`src/rtl/change_dispenser.sv`:
```
// change_dispenser
//   Pays out an amount of change, in 5-cent units, one coin at a time using
//   the fewest coins: quarters first, then dimes, then nickels.
//   Each coin is held on coin_valid/coin_type until the ejector acknowledges
//   it. A one-cycle gap separates consecutive coins. If the ejector does not
//   acknowledge within ACK_TIMEOUT cycles, the block locks in FAULT until
//   clear_n is asserted.
//
// Parameters
//   ACK_TIMEOUT : PRESENT cycles without coin_ack before FAULT (1..255)
//
// Ports
//   clk        in   rising-edge clock
//   clear_n    in   synchronous active-low reset
//   start      in   begin a payout of 'amount' (sampled only in IDLE)
//   amount     in   [4:0] change owed in 5-cent units
//   coin_ack   in   ejector has taken the presented coin
//   coin_valid out  a coin request is presented
//   coin_type  out  [1:0] 00 nickel, 01 dime, 10 quarter
//   remaining  out  [4:0] units still owed, including the presented coin
//   busy       out  high in any state other than IDLE
//   done       out  one-cycle pulse when the payout completes
//   fault      out  sticky ejector-timeout flag
module change_dispenser #(
  parameter int ACK_TIMEOUT = 15
) (
  input  logic       clk,
  input  logic       clear_n,
  input  logic       start,
  input  logic [4:0] amount,
  input  logic       coin_ack,
  output logic       coin_valid,
  output logic [1:0] coin_type,
  output logic [4:0] remaining,
  output logic       busy,
  output logic       done,
  output logic       fault
);

  localparam logic [2:0] IDLE    = 3'd0;
  localparam logic [2:0] PRESENT = 3'd1;
  localparam logic [2:0] GAP     = 3'd2;
  localparam logic [2:0] DONE    = 3'd3;
  localparam logic [2:0] FAULT   = 3'd4;

  localparam logic [7:0] TIMEOUT_C = 8'(ACK_TIMEOUT);

  // Largest coin that does not exceed the units owed, so the subtraction
  // below can never underflow.
  function automatic logic [1:0] coin_sel(input logic [4:0] units);
    logic [1:0] sel;
    if (units >= 5'd5) begin
      sel = 2'b10;
    end else if (units >= 5'd2) begin
      sel = 2'b01;
    end else begin
      sel = 2'b00;
    end
    return sel;
  endfunction

  // Value of a coin type in 5-cent units.
  function automatic logic [4:0] coin_value(input logic [1:0] ctype);
    logic [4:0] val;
    case (ctype)
      2'b10:   val = 5'd5;
      2'b01:   val = 5'd2;
      2'b00:   val = 5'd1;
      default: val = 5'd1;
    endcase
    return val;
  endfunction

  // Declaration initialisers give the reset state before the first edge.
  logic [2:0] state_r      = IDLE;
  logic [4:0] remaining_r  = 5'd0;
  logic [7:0] wait_r       = 8'd0;
  logic       coin_valid_r = 1'b0;
  logic [1:0] coin_type_r  = 2'b00;
  logic       busy_r       = 1'b0;
  logic       done_r       = 1'b0;
  logic       fault_r      = 1'b0;

  logic [2:0] state_next_s;
  logic [4:0] rem_next_s;
  logic [7:0] wait_next_s;
  logic [4:0] rem_after_s;
  logic [7:0] wait_inc_s;

  // Units left once the currently presented coin is taken.
  always_comb begin
    rem_after_s = remaining_r - coin_value(coin_sel(remaining_r));
    wait_inc_s  = wait_r + 8'd1;
  end

  // Next-state, remaining and wait-counter logic.
  always_comb begin
    state_next_s = state_r;
    rem_next_s   = remaining_r;
    wait_next_s  = wait_r;
    case (state_r)
      IDLE: begin
        if (start) begin
          rem_next_s   = amount;
          wait_next_s  = 8'd0;
          state_next_s = (amount != 5'd0) ? PRESENT : DONE;
        end else begin
          state_next_s = IDLE;
        end
      end
      PRESENT: begin
        if (coin_ack) begin
          rem_next_s   = rem_after_s;
          wait_next_s  = 8'd0;
          state_next_s = (rem_after_s == 5'd0) ? DONE : GAP;
        end else begin
          wait_next_s  = wait_inc_s;
          state_next_s = (wait_inc_s == TIMEOUT_C) ? FAULT : PRESENT;
        end
      end
      GAP: begin
        // Counter restarts for the next coin presentation.
        wait_next_s  = 8'd0;
        state_next_s = PRESENT;
      end
      DONE: begin
        state_next_s = IDLE;
      end
      FAULT: begin
        state_next_s = FAULT;
      end
      default: begin
        // Unreachable encoding: recover to a clean idle state.
        state_next_s = IDLE;
        rem_next_s   = 5'd0;
        wait_next_s  = 8'd0;
      end
    endcase
  end

  // State registers; outputs are registered from the next-state decode so
  // they line up with the state they describe and never glitch.
  always_ff @(posedge clk) begin
    if (!clear_n) begin
      state_r      <= IDLE;
      remaining_r  <= 5'd0;
      wait_r       <= 8'd0;
      coin_valid_r <= 1'b0;
      coin_type_r  <= 2'b00;
      busy_r       <= 1'b0;
      done_r       <= 1'b0;
      fault_r      <= 1'b0;
    end else begin
      state_r      <= state_next_s;
      remaining_r  <= rem_next_s;
      wait_r       <= wait_next_s;
      coin_valid_r <= (state_next_s == PRESENT);
      coin_type_r  <= coin_sel(rem_next_s);
      busy_r       <= (state_next_s != IDLE);
      done_r       <= (state_next_s == DONE);
      fault_r      <= (state_next_s == FAULT);
    end
  end

  assign coin_valid = coin_valid_r;
  assign coin_type  = coin_type_r;
  assign remaining  = remaining_r;
  assign busy       = busy_r;
  assign done       = done_r;
  assign fault      = fault_r;

endmodule

```
`config.mk`:
```
export PLATFORM = sky130hd
export DESIGN_NAME = change_dispenser
export DESIGN_NICKNAME = d
export VERILOG_FILES = /design/src/rtl/change_dispenser.sv
export SDC_FILE = /design/constraint.sdc
export NUM_CORES = 1
export LEC_CHECK = 0
export ABC_CLOCK_PERIOD_IN_PS = 7700
export BUFFER_PORTS_ARGS = -buffer_cell sky130_fd_sc_hd__buf_2
export CAP_MARGIN = 20
export CORE_MARGIN = 3
export CORE_UTILIZATION = 60
export CTS_BUF_LIST = sky130_fd_sc_hd__clkbuf_4 sky130_fd_sc_hd__clkbuf_8
export CTS_CLUSTER_SIZE = 14
export DETAILED_ROUTE_END_ITERATION = 6
export GPL_TIMING_DRIVEN = 0
export PLACE_DENSITY = 0.83
export SLEW_MARGIN = 20
export SYNTH_ARGS = -nofsm -noshare
export SYNTH_HDL_FRONTEND = slang
export SYNTH_SLANG_ARGS = --single-unit
```
`constraint.sdc`:
```
create_clock -name clk -period 7.7 [get_ports clk]
set_input_delay 0.77 -clock clk [delete_from_list [all_inputs] [get_ports clk]]
set_output_delay 0.77 -clock clk [all_outputs]
set_load 0.05 [all_outputs]
```
==> impl_results.md, run 1 <==
* Gate Count Post-Synth at 166
* Outcome: complete, no violations
* Total CTS buffers at 3
* Post-Syn Area per Cell at about 8 um^2
* Mapped Area at between 1000 and 1500 um^2
* I/O pins at 20
* CTS H-tree lvls at 1
* R2R setup slack at 4480 ps
* Worst Tran Pin Value at approximately 620 ps
* Initial core utilization at 0.658
* Cell Rows at 16
* Max FO, Critical Path at 6
* Largest net degree at the start of global routing at 14
* Die height at 53.1 um
* DIE WIDTH at 53.1 um
* Post-synth top area share at 0.331
* R2r startpoint: remaining[1]
* Antenna-violating nets left at 0
* Class of the worst hold path: reg -> reg
* RSZ-0062 raised after global routing: no
* First-pass GRT wire length at ~5300 um
* DP HPWL at 2320 um
* Cell area after layout at around 1500 um^2
* Post-layout nets at 205
* Pwr Density at ~210 nW/um^2
* Pleak at 0.626 nW
* IO buf count at 19
* Initial antenna violation count at 0
* Synth cell types at 45
* Flops & latches, synth at 22
* Peak VDD IR at 0.152 mV
* Average wire per standard cell at between 10 and 15 um
* Pre-antenna DRT Iters at 4
* CP endpoint kind: register
* Min Tclk post-route at between 3000 and 4000 ps
* Synth warn at 0
* Worst r2r path cells at 10
* Pins Over Slew Limit at 0
* GP Congestion at 0.821
* CP Launch Type: register
* Antenna Cells at 0
* Sequential share of the synthesized area at 0.331
* Final-report hold violation count at 0
* Clock skew at 3.47 ps
* Setup TNS at 0 ps
* Synthesis-to-layout area growth at 13.6%
* Period utilisation layout at 0.418
* Hold endpoint: wait_r[7]
* Worst Setup Path Type: reg -> reg
* Main flop type after synthesis: dfxtp_1
* Vias in the first global route at around 1200
* Largest buffer count on any clock path at 2
* Share of layout cells above drive strength 1 at 0.164
* Synth area leaders: dfxtp_1 (33%), nor2_1 (6.2%), a21oi_1 (5.6%), ha_1 (4.7%), o21ai_0 (4.1%)
* Synthesized Nets at 181
* FMAX at 310 MHz
* Crit path DAT at 3450 ps
* # setup viols final at 0
* Vias/cell at between 6 and 7
* Clock transition at path regs at ~130 ps
* Max cap viols at 0
* Routed wire length at about 3100 um
* # resized after CTS at 0
* DRC at 0
* Post-synth EDFFs at 0
* Largest area contributor in the netlist: dfxtp_1
* Dpl cell area at 1460 um^2
* Hold buffers post-CTS at 0
* Req. time, crit path at approximately 7900 ps
* Synth async-reset ratio at 0
* WHS Path Cells at 2
* Worst reg2reg endpoint: coin_valid
* Core area at between 2000 and 2500 um^2
* Worst skew pair latency at 310 ps
* GRT Total Usage at 0.256
* CTS tree: done
* Vias post-DR at 1313
* Total die area at 2820 um^2
* Hold Startpoint: wait_r[7]
* First DRT Iteration DRCs at 34
* Clock root buffer: clkbuf_4
* Relative slew margins at 0.586
* Gr ovfl total at 0
* Clock Sinks at 22
* Postcts setup bufs at 0
worst max-delay path by stage:
stage,start,to,slack (ps),cells past startpoint
after floorplan,remaining[1],coin_valid,4490,11
after global placement,remaining[1],coin_valid,4600,10
after detailed placement,remaining[1],coin_valid,4460,10
after CTS,remaining[1],coin_valid,4430,10
after global routing,remaining[1],coin_valid,4230,10
final,remaining[1],coin_valid,4480,10
metrics by stage:
| step | setup WS, ps | hold slack, ps | std cells | util | power [mW] |
|---|---|---|---|---|---|
| finish | 4480 | 552 | 216 | 0.748 | 0.321 |
| detailed placement | 4460 | 503 | 212 | 0.722 | 0.233 |
| global route | 4230 | 587 | 216 | 0.748 | 0.339 |
| CTS | 4430 | 547 | 216 | 0.748 | 0.321 |
| global placement | 4600 | 488 | 212 | 0.722 | 0.228 |
| floorplan | 4490 | 472 | 166 | - | 0.207 |
critical path, cell delays in order (launching register included):
cell     delay (ps)
dfxtp_1         400
o21a_1          210
nor3_1          190
o21ai_0         230
ha_1            250
inv_1            70
fa_1            440
or3_1           370
or4b_1          530
and2_1          200
o31ai_1         240
state kept, by name, summed over array words and instances (netlist names):
register,count
busy,1
coin_type,2
remaining,5
fault,1
done,1
coin_valid,1
state_r,3
wait_r,8
per-layer routing:
layer / track usage / up-vias / wire (um) / part of all wire
met5: 0 / - / 0 / 0
met4: 0.119 / 0 / 28 / 0.0090
met3: 0.0394 / 6 / 145 / 0.046
met2: 0.457 / 42 / 1650 / 0.53
met1: 0.296 / 612 / 1300 / 0.42
li1: - / 653 / - / -
layout by cell type (no fill, tap or decap), drive strengths merged, types with 4 or more instances in the layout:
master / synthesis / routed
nor2: 22 / 22
dfxtp: 22 / 22
buf: 3 / 22
a21oi: 15 / 15
o21ai: 12 / 12
nand2: 10 / 10
inv: 7 / 7
nand3: 7 / 7
ha: 5 / 5
clkbuf: 2 / 5
nor3: 4 / 4
a31oi: 4 / 4
or3: 4 / 4
nor2b: 4 / 4
and2: 4 / 4
synthesized netlist by cell type, types with 2 or more instances:
cell type	instances
nor2_1	22
a211oi_1	3
nand3_1	7
ha_1	5
dfxtp_1	22
o21a_1	2
inv_1	7
o21ai_0	11
clkbuf_1	2
or3_1	4
nand2_1	10
a21o_1	2
nand3b_1	2
and3_1	3
a22o_1	3
a31oi_1	4
nand2b_1	2
and2_1	3
xor2_1	3
a21oi_1	15
buf_2	2
o31ai_1	3
nor3_1	4
nor2b_1	4
cell families after synthesis:
| kind of cell | synth area share |
|---|---|
| and+or+nand+nor | 0.296 |
| DFF | 0.331 |
| xor gates and xnor gates | 0.0198 |
| adders and majority gates | 0.0621 |
| buffers and inverters | 0.0414 |
| AOI/OAI and AO/OA | 0.249 |
power breakdown:
group / internal [mW] / total, mW / leakage [nW] / switching, mW
clock: 0.0526 / 0.0897 / 0.0279 / 0.0371
sequential: 0.121 / 0.127 / 0.180 / 0.00626
combinational: 0.0368 / 0.104 / 0.419 / 0.0673
total: 0.210 / 0.321 / 0.626 / 0.111
layout make-up:
class,instances,area [um^2]
Clock buffer,3,22.5
Fill cell,169,510
Sequential cell,22,440
Multi-Input combinational cell,132,835
Inverter,7,26.3
Timing Repair Buffer,19,95.1
Buffer,5,28.8
Tap cell,27,33.8
Clock inverter,1,30.0
Note: power is estimated with default switching activity, not from simulation.
==> run 2, diff against run 1 <==
--- a/config.mk
+++ b/config.mk
@@ -5,16 +5,16 @@
 export SDC_FILE = /design/constraint.sdc
 export NUM_CORES = 1
 export LEC_CHECK = 0
-export ABC_CLOCK_PERIOD_IN_PS = 7700
+export ABC_CLOCK_PERIOD_IN_PS = 3100
 export BUFFER_PORTS_ARGS = -buffer_cell sky130_fd_sc_hd__buf_2
 export CAP_MARGIN = 20
 export CORE_MARGIN = 3
-export CORE_UTILIZATION = 60
+export CORE_UTILIZATION = 58
 export CTS_BUF_LIST = sky130_fd_sc_hd__clkbuf_4 sky130_fd_sc_hd__clkbuf_8
 export CTS_CLUSTER_SIZE = 14
 export DETAILED_ROUTE_END_ITERATION = 6
 export GPL_TIMING_DRIVEN = 0
-export PLACE_DENSITY = 0.83
+export PLACE_DENSITY = 0.81
 export SLEW_MARGIN = 20
 export SYNTH_ARGS = -nofsm -noshare
 export SYNTH_HDL_FRONTEND = slang
==> constraint.sdc (replaced) <==
create_clock -name clk -period 3.1 [get_ports clk]
set_input_delay 0.31 -clock clk [delete_from_list [all_inputs] [get_ports clk]]
set_output_delay 0.31 -clock clk [all_outputs]
set_load 0.05 [all_outputs]
==> run 2 against run 1 <==
Effect of this change: worst hold slack got worse by 250 ps; global-route usage decreased by 2.3 points; largest power group unchanged; via count down 1.4%.
==> impl_results.md, run 2 (synthesis results as in run 1) <==
* Outcome: complete, no violations
* Initial core utilization at 0.645
* Cell Rows at 16
* Vias in the first global route at 1177
* Commonest non-fill, non-tap cell in the layout: nor2_1
* Postcts setup bufs at 0
* Relative slew margins at 0.621
* Worst Tran Pin Value at about 560 ps
* FMAX at 341 MHz
* Pleak at 0.624 nW
* CP Launch Type: register
* CTS tree: done
* Largest net degree at the start of global routing at 13
* Min Tclk post-route at 2930 ps
* Peak VDD IR at 0.394 mV
* Antenna Cells at 0
* Pwr Density at between 400 and 500 nW/um^2
* Worst skew pair latency at between 300 and 400 ps
* Pwr Total at between 700 and 800 uW
* Clock Sinks at 22
* WHS Path Cells at 3
* CP Launch Point: remaining[1]
* Synthesis-to-layout area growth at 13.6%
* Pre-antenna DRT Iters at 4
* Req. time, crit path at around 3300 ps
* Hold Startpoint: clear_n
* Setup TNS at 0 ps
* Total die area at about 2900 um^2
* Gr ovfl total at 0
* GP Congestion at 0.906
* Share of layout cells above drive strength 1 at 0.196
* GRT Total Usage at 0.234
* Period utilisation layout at 0.945
* Max FO, Critical Path at 6
* Core area at 2060 um^2
* Clock root buffer: clkbuf_4
* Largest buffer count on any clock path at 2
* Class of the worst hold path: in -> reg
* Hold buffers post-CTS at 0
* Routed wire length at between 3000 and 4000 um
* Vias/cell at 6.00
* Pins Over Slew Limit at 0
* DIE WIDTH at approximately 54 um
* CTS H-tree lvls at 1
* Largest register FFs at 8
* Initial antenna violation count at 0
* Die height at roughly 54 um
* DRC at 0
* Total CTS buffers at 3
* CP endpoint kind: register
* Worst r2r path cells at 10
* Worst reg2reg endpoint: state_r[0]
* Crit path DAT at between 3000 and 4000 ps
* RSZ-0062 raised after global routing: no
* Top reg by flops: wait_r
* First DRT Iteration DRCs at 41
* Most frequent cells in the layout: nor2_1 (22), buf_2 (21), dfxtp_1 (19)
* Vias post-DR at 1295
* Max cap viols at 0
* DP HPWL at 2310 um
* I/O pins at 20
* Antenna-violating nets left at 0
* IO buf count at 19
* Clock transition at path regs at around 130 ps
* Worst Setup Path Type: reg -> reg
* Clock skew at between 4 and 5 ps
* Average wire per standard cell at 14.1 um
* Post-layout nets at 205
* Core Util, Final at 0.733
* Hold endpoint: coin_valid
* Final-report hold violation count at 0
* R2r startpoint: remaining[1]
* R2R setup slack at 170 ps
* # setup viols final at 0
* First-pass GRT wire length at 5070 um
-- run 2: changes by cell type in the layout (fill, tap and decap cells not counted), sizes merged --
| cell | previous run | this run |
|---|---|---|
| bufinv | 1 | 0 |
| clkbuf | 5 | 6 |
-- run 2: report_power, final --
group	leakage (nW)	switching, mW	total [mW]	internal [mW]
sequential	0.181	0.0161	0.318	0.301
clock	0.0210	0.0910	0.163	0.0717
combinational	0.422	0.166	0.259	0.0930
total	0.624	0.273	0.739	0.466
-- run 2: worst max-delay path, stage by stage (launching register included) --
cell and delay (ps):
dfxtp_2 390, o21a_1 200, nor3_2 160, o21ai_2 120, ha_1 200, inv_1 70, fa_1 420, or3_1 380
or4b_4 500, and2_1 190, o31ai_1 230
-- run 2: how the worst max path moves through the flow --
stage	to	cells after the start
floorplan	coin_valid	10
global placement	coin_valid	10
detailed placement	state_r[0]	10
CTS	state_r[0]	10
global route	coin_valid	10
finish	state_r[0]	10
-- run 2: final cells by class --
class	count	area, um^2
Buffer	5	28.8
Tap cell	27	33.8
Fill cell	178	551
Timing Repair Buffer	19	95.1
Clock buffer	4	36.3
Inverter	7	26.3
Sequential cell	22	444
Multi-Input combinational cell	132	847
-- run 2: layer usage --
metal  share of wire  vias to the layer above  track usage
li1                -                      656            -
met1            0.47                      594        0.307
met2            0.47                       43        0.375
met3           0.055                        2       0.0582
met4          0.0069                        0       0.0681
met5               0                        -            0
-- run 2: repair_timing --
item,CTS,global route
pin swaps,0,0
endpoints found under the setup margin,3,3
gates resized for setup,1,3
cloned,0,0
-- run 2: per-stage QoR --
stage	cells	setup WS, ps	hold slack [ps]	instance area, um^2
global route	216	33.4	322	1510
floorplan	166	55.3	436	1330
detailed placement	212	-39.0	512	1460
CTS	216	8.70	302	1500
global placement	212	68.4	485	1460
finish	216	170	304	1510
==> run 3, diff against run 2 <==
--- a/config.mk
+++ b/config.mk
@@ -8,13 +8,13 @@
 export ABC_CLOCK_PERIOD_IN_PS = 3100
 export BUFFER_PORTS_ARGS = -buffer_cell sky130_fd_sc_hd__buf_2
 export CAP_MARGIN = 20
+export CORE_ASPECT_RATIO = 0.6
 export CORE_MARGIN = 3
-export CORE_UTILIZATION = 58
-export CTS_BUF_LIST = sky130_fd_sc_hd__clkbuf_4 sky130_fd_sc_hd__clkbuf_8
+export CORE_UTILIZATION = 55
 export CTS_CLUSTER_SIZE = 14
 export DETAILED_ROUTE_END_ITERATION = 6
 export GPL_TIMING_DRIVEN = 0
-export PLACE_DENSITY = 0.81
+export PLACE_DENSITY = 0.77
 export SLEW_MARGIN = 20
 export SYNTH_ARGS = -nofsm -noshare
 export SYNTH_HDL_FRONTEND = slang
==> run 3 against run 2 <==
Effect of this change: core utilization shrank 2.4 points; largest cell class unchanged; global-route usage shrank 0.44 points; wire length grew 9.1%; combinational power grew 8.5%; power grew 17%; critical path type unchanged; count of clock-buffer cells in the layout shrank 1; critical path depth is the same.
==> impl_results.md, run 3 (synthesis results as in run 1) <==
* Average wire per standard cell at 15.2 um
* Initial antenna violation count at 0
* IO buf count at 19
* Peak VDD IR at ~0.31 mV
* Vias/cell at 6.04
* Flop pwr share at 0.368
* Gr ovfl total at 0
* Cell breakdown of the critical path: o21a_1, nor3_2, o21ai_1, buf_4, fa_1, xor2_1, or3_1, or4b_4, and2_4, o31ai_2
* Crit path DAT at 3170 ps
* Relative slew margins at 0.595
* Worst path slowest cell: or4b_4
* Setup TNS at 0 ps
* Class of the worst hold path: in -> reg
* FMAX at 334 MHz
* GP Congestion at 0.903
* Switch Pwr at 292 uW
* Pwr Total at 866 uW
* Max FO, Critical Path at 6
* Final-report hold violation count at 0
* Initial core utilization at 0.597
* Clock Sinks at 22
* Part of the power in combinational logic at 0.325
* I/O pins at 20
* Most frequent cells in the layout: nor2_1 (22), buf_2 (21), dfxtp_1 (19)
* CP endpoint kind: register
* Pins Over Slew Limit at 0
* Outcome: complete, no violations
* Internal Pwr Total at 575 uW
* CTS tree: done
* Total die area at 3060 um^2
* Vias in the first global route at 1123
* Vias post-DR at between 1000 and 1500
* Clock transition at path regs at 80 ps
* # setup viols final at 0
* CTS H-tree lvls at 1
* DP HPWL at 2500 um
* Sw frac at 0.337
* Hold buffers post-CTS at 0
* Synthesis-to-layout area growth at 18.8%
* CP Launch Type: register
* Slowest stage delay, CP at roughly 500 ps
* Largest net degree at the start of global routing at 14
* DIE WIDTH at 69.5 um
* Clock skew at 4.92 ps
* Pleak at 0.650 nW
* WHS at about 390 ps
* Antenna-violating nets left at 0
* First DRT Iteration DRCs at 84
* Commonest non-fill, non-tap cell in the layout: nor2_1
* Die height at 44.1 um
* Core area at 2230 um^2
* Pwr Density at 548 nW/um^2
* Routed wire length at 3330 um
* Cell Rows at 13
* Top reg by flops: wait_r
* Clock root buffer: clkbuf_8
* Clock network power share at 0.307
* Min Tclk post-route at 2990 ps
* DRC at 0
* Worst Setup Path Type: reg -> reg
* Total CTS buffers at 3
* Worst Tran Pin Value at 602 ps
* Pre-antenna DRT Iters at 4
* Post-layout nets at ~200
* Largest register FFs at 8
* Worst skew pair latency at 260 ps
* Max cap viols at 0
* Antenna Cells at 0
* Filler cells at ~180
* Largest buffer count on any clock path at 2
* Period utilisation layout at 0.965
* Share of layout cells above drive strength 1 at 0.216
* First-pass GRT wire length at 5500 um
* Req. time, crit path at ~3300 ps
* GRT Total Usage at 0.229
## run 3: power by group through the flow
stage	clock network [mW]	logic, mW	registers (mW)
after floorplan	0	0.143	0.373
after global placement	0	0.251	0.323
after detailed placement	0	0.257	0.324
after CTS	0.271	0.270	0.319
after global routing	0.286	0.307	0.321
final	0.266	0.281	0.319
## run 3: final timing paths
check,start,end,slack (ps),cells after the start
worst max-delay path,remaining[1],coin_valid,110,10
worst max register to register,remaining[1],coin_valid,110,10
worst min-delay path,clear_n,coin_valid,390,3
worst min register to register,wait_r[7],wait_r[7],540,2
## run 3: what timing repair did
action,4_1_cts,5_1_grt
pin swaps,0,1
endpoints found under the setup margin,3,2
resized for setup,4,4
setup buffers,1,0
## run 3: cell type report
cell class,instances,area [um^2],share of cell area
buffer,5,28.8,0.0182
clock buffer,3,41.3,0.0261
clock inverter,1,30.0,0.0190
inverter,7,26.3,0.0166
multi-input combinational,132,870,0.550
sequential,22,444,0.281
tap,30,37.5,0.0238
timing repair buffer,20,103,0.0649
## run 3: stage by stage
stage                     utilization  cell area (um^2)  std cells  setup slack, ps
after floorplan                     -              1330        166             55.3
after global placement          0.658              1470        215             26.8
after detailed placement        0.658              1470        215             -123
after CTS                       0.700              1560        220             73.0
after global routing            0.709              1580        220            -33.2
final                           0.709              1580        220              109
## run 3: worst max-delay path, delay by kind of cell (launching register included)
family | cells | cell delay [ps]
AO/OA/AOI/OAI | 3 | 570
buffers and inverters | 1 | 160
flip-flops | 1 | 370
adder cells (fa/ha/maj) | 1 | 430
AND/OR/NAND/NOR | 4 | 1180
XOR/XNOR | 1 | 200
## run 3: metal layers
metal  GRT usage  up-vias  wire (um)
met5           0        -          0
met1       0.338      626       1770
met4      0.0661        0         33
met3      0.0567        4        195
li1            -      661          -
met2       0.333       38       1340
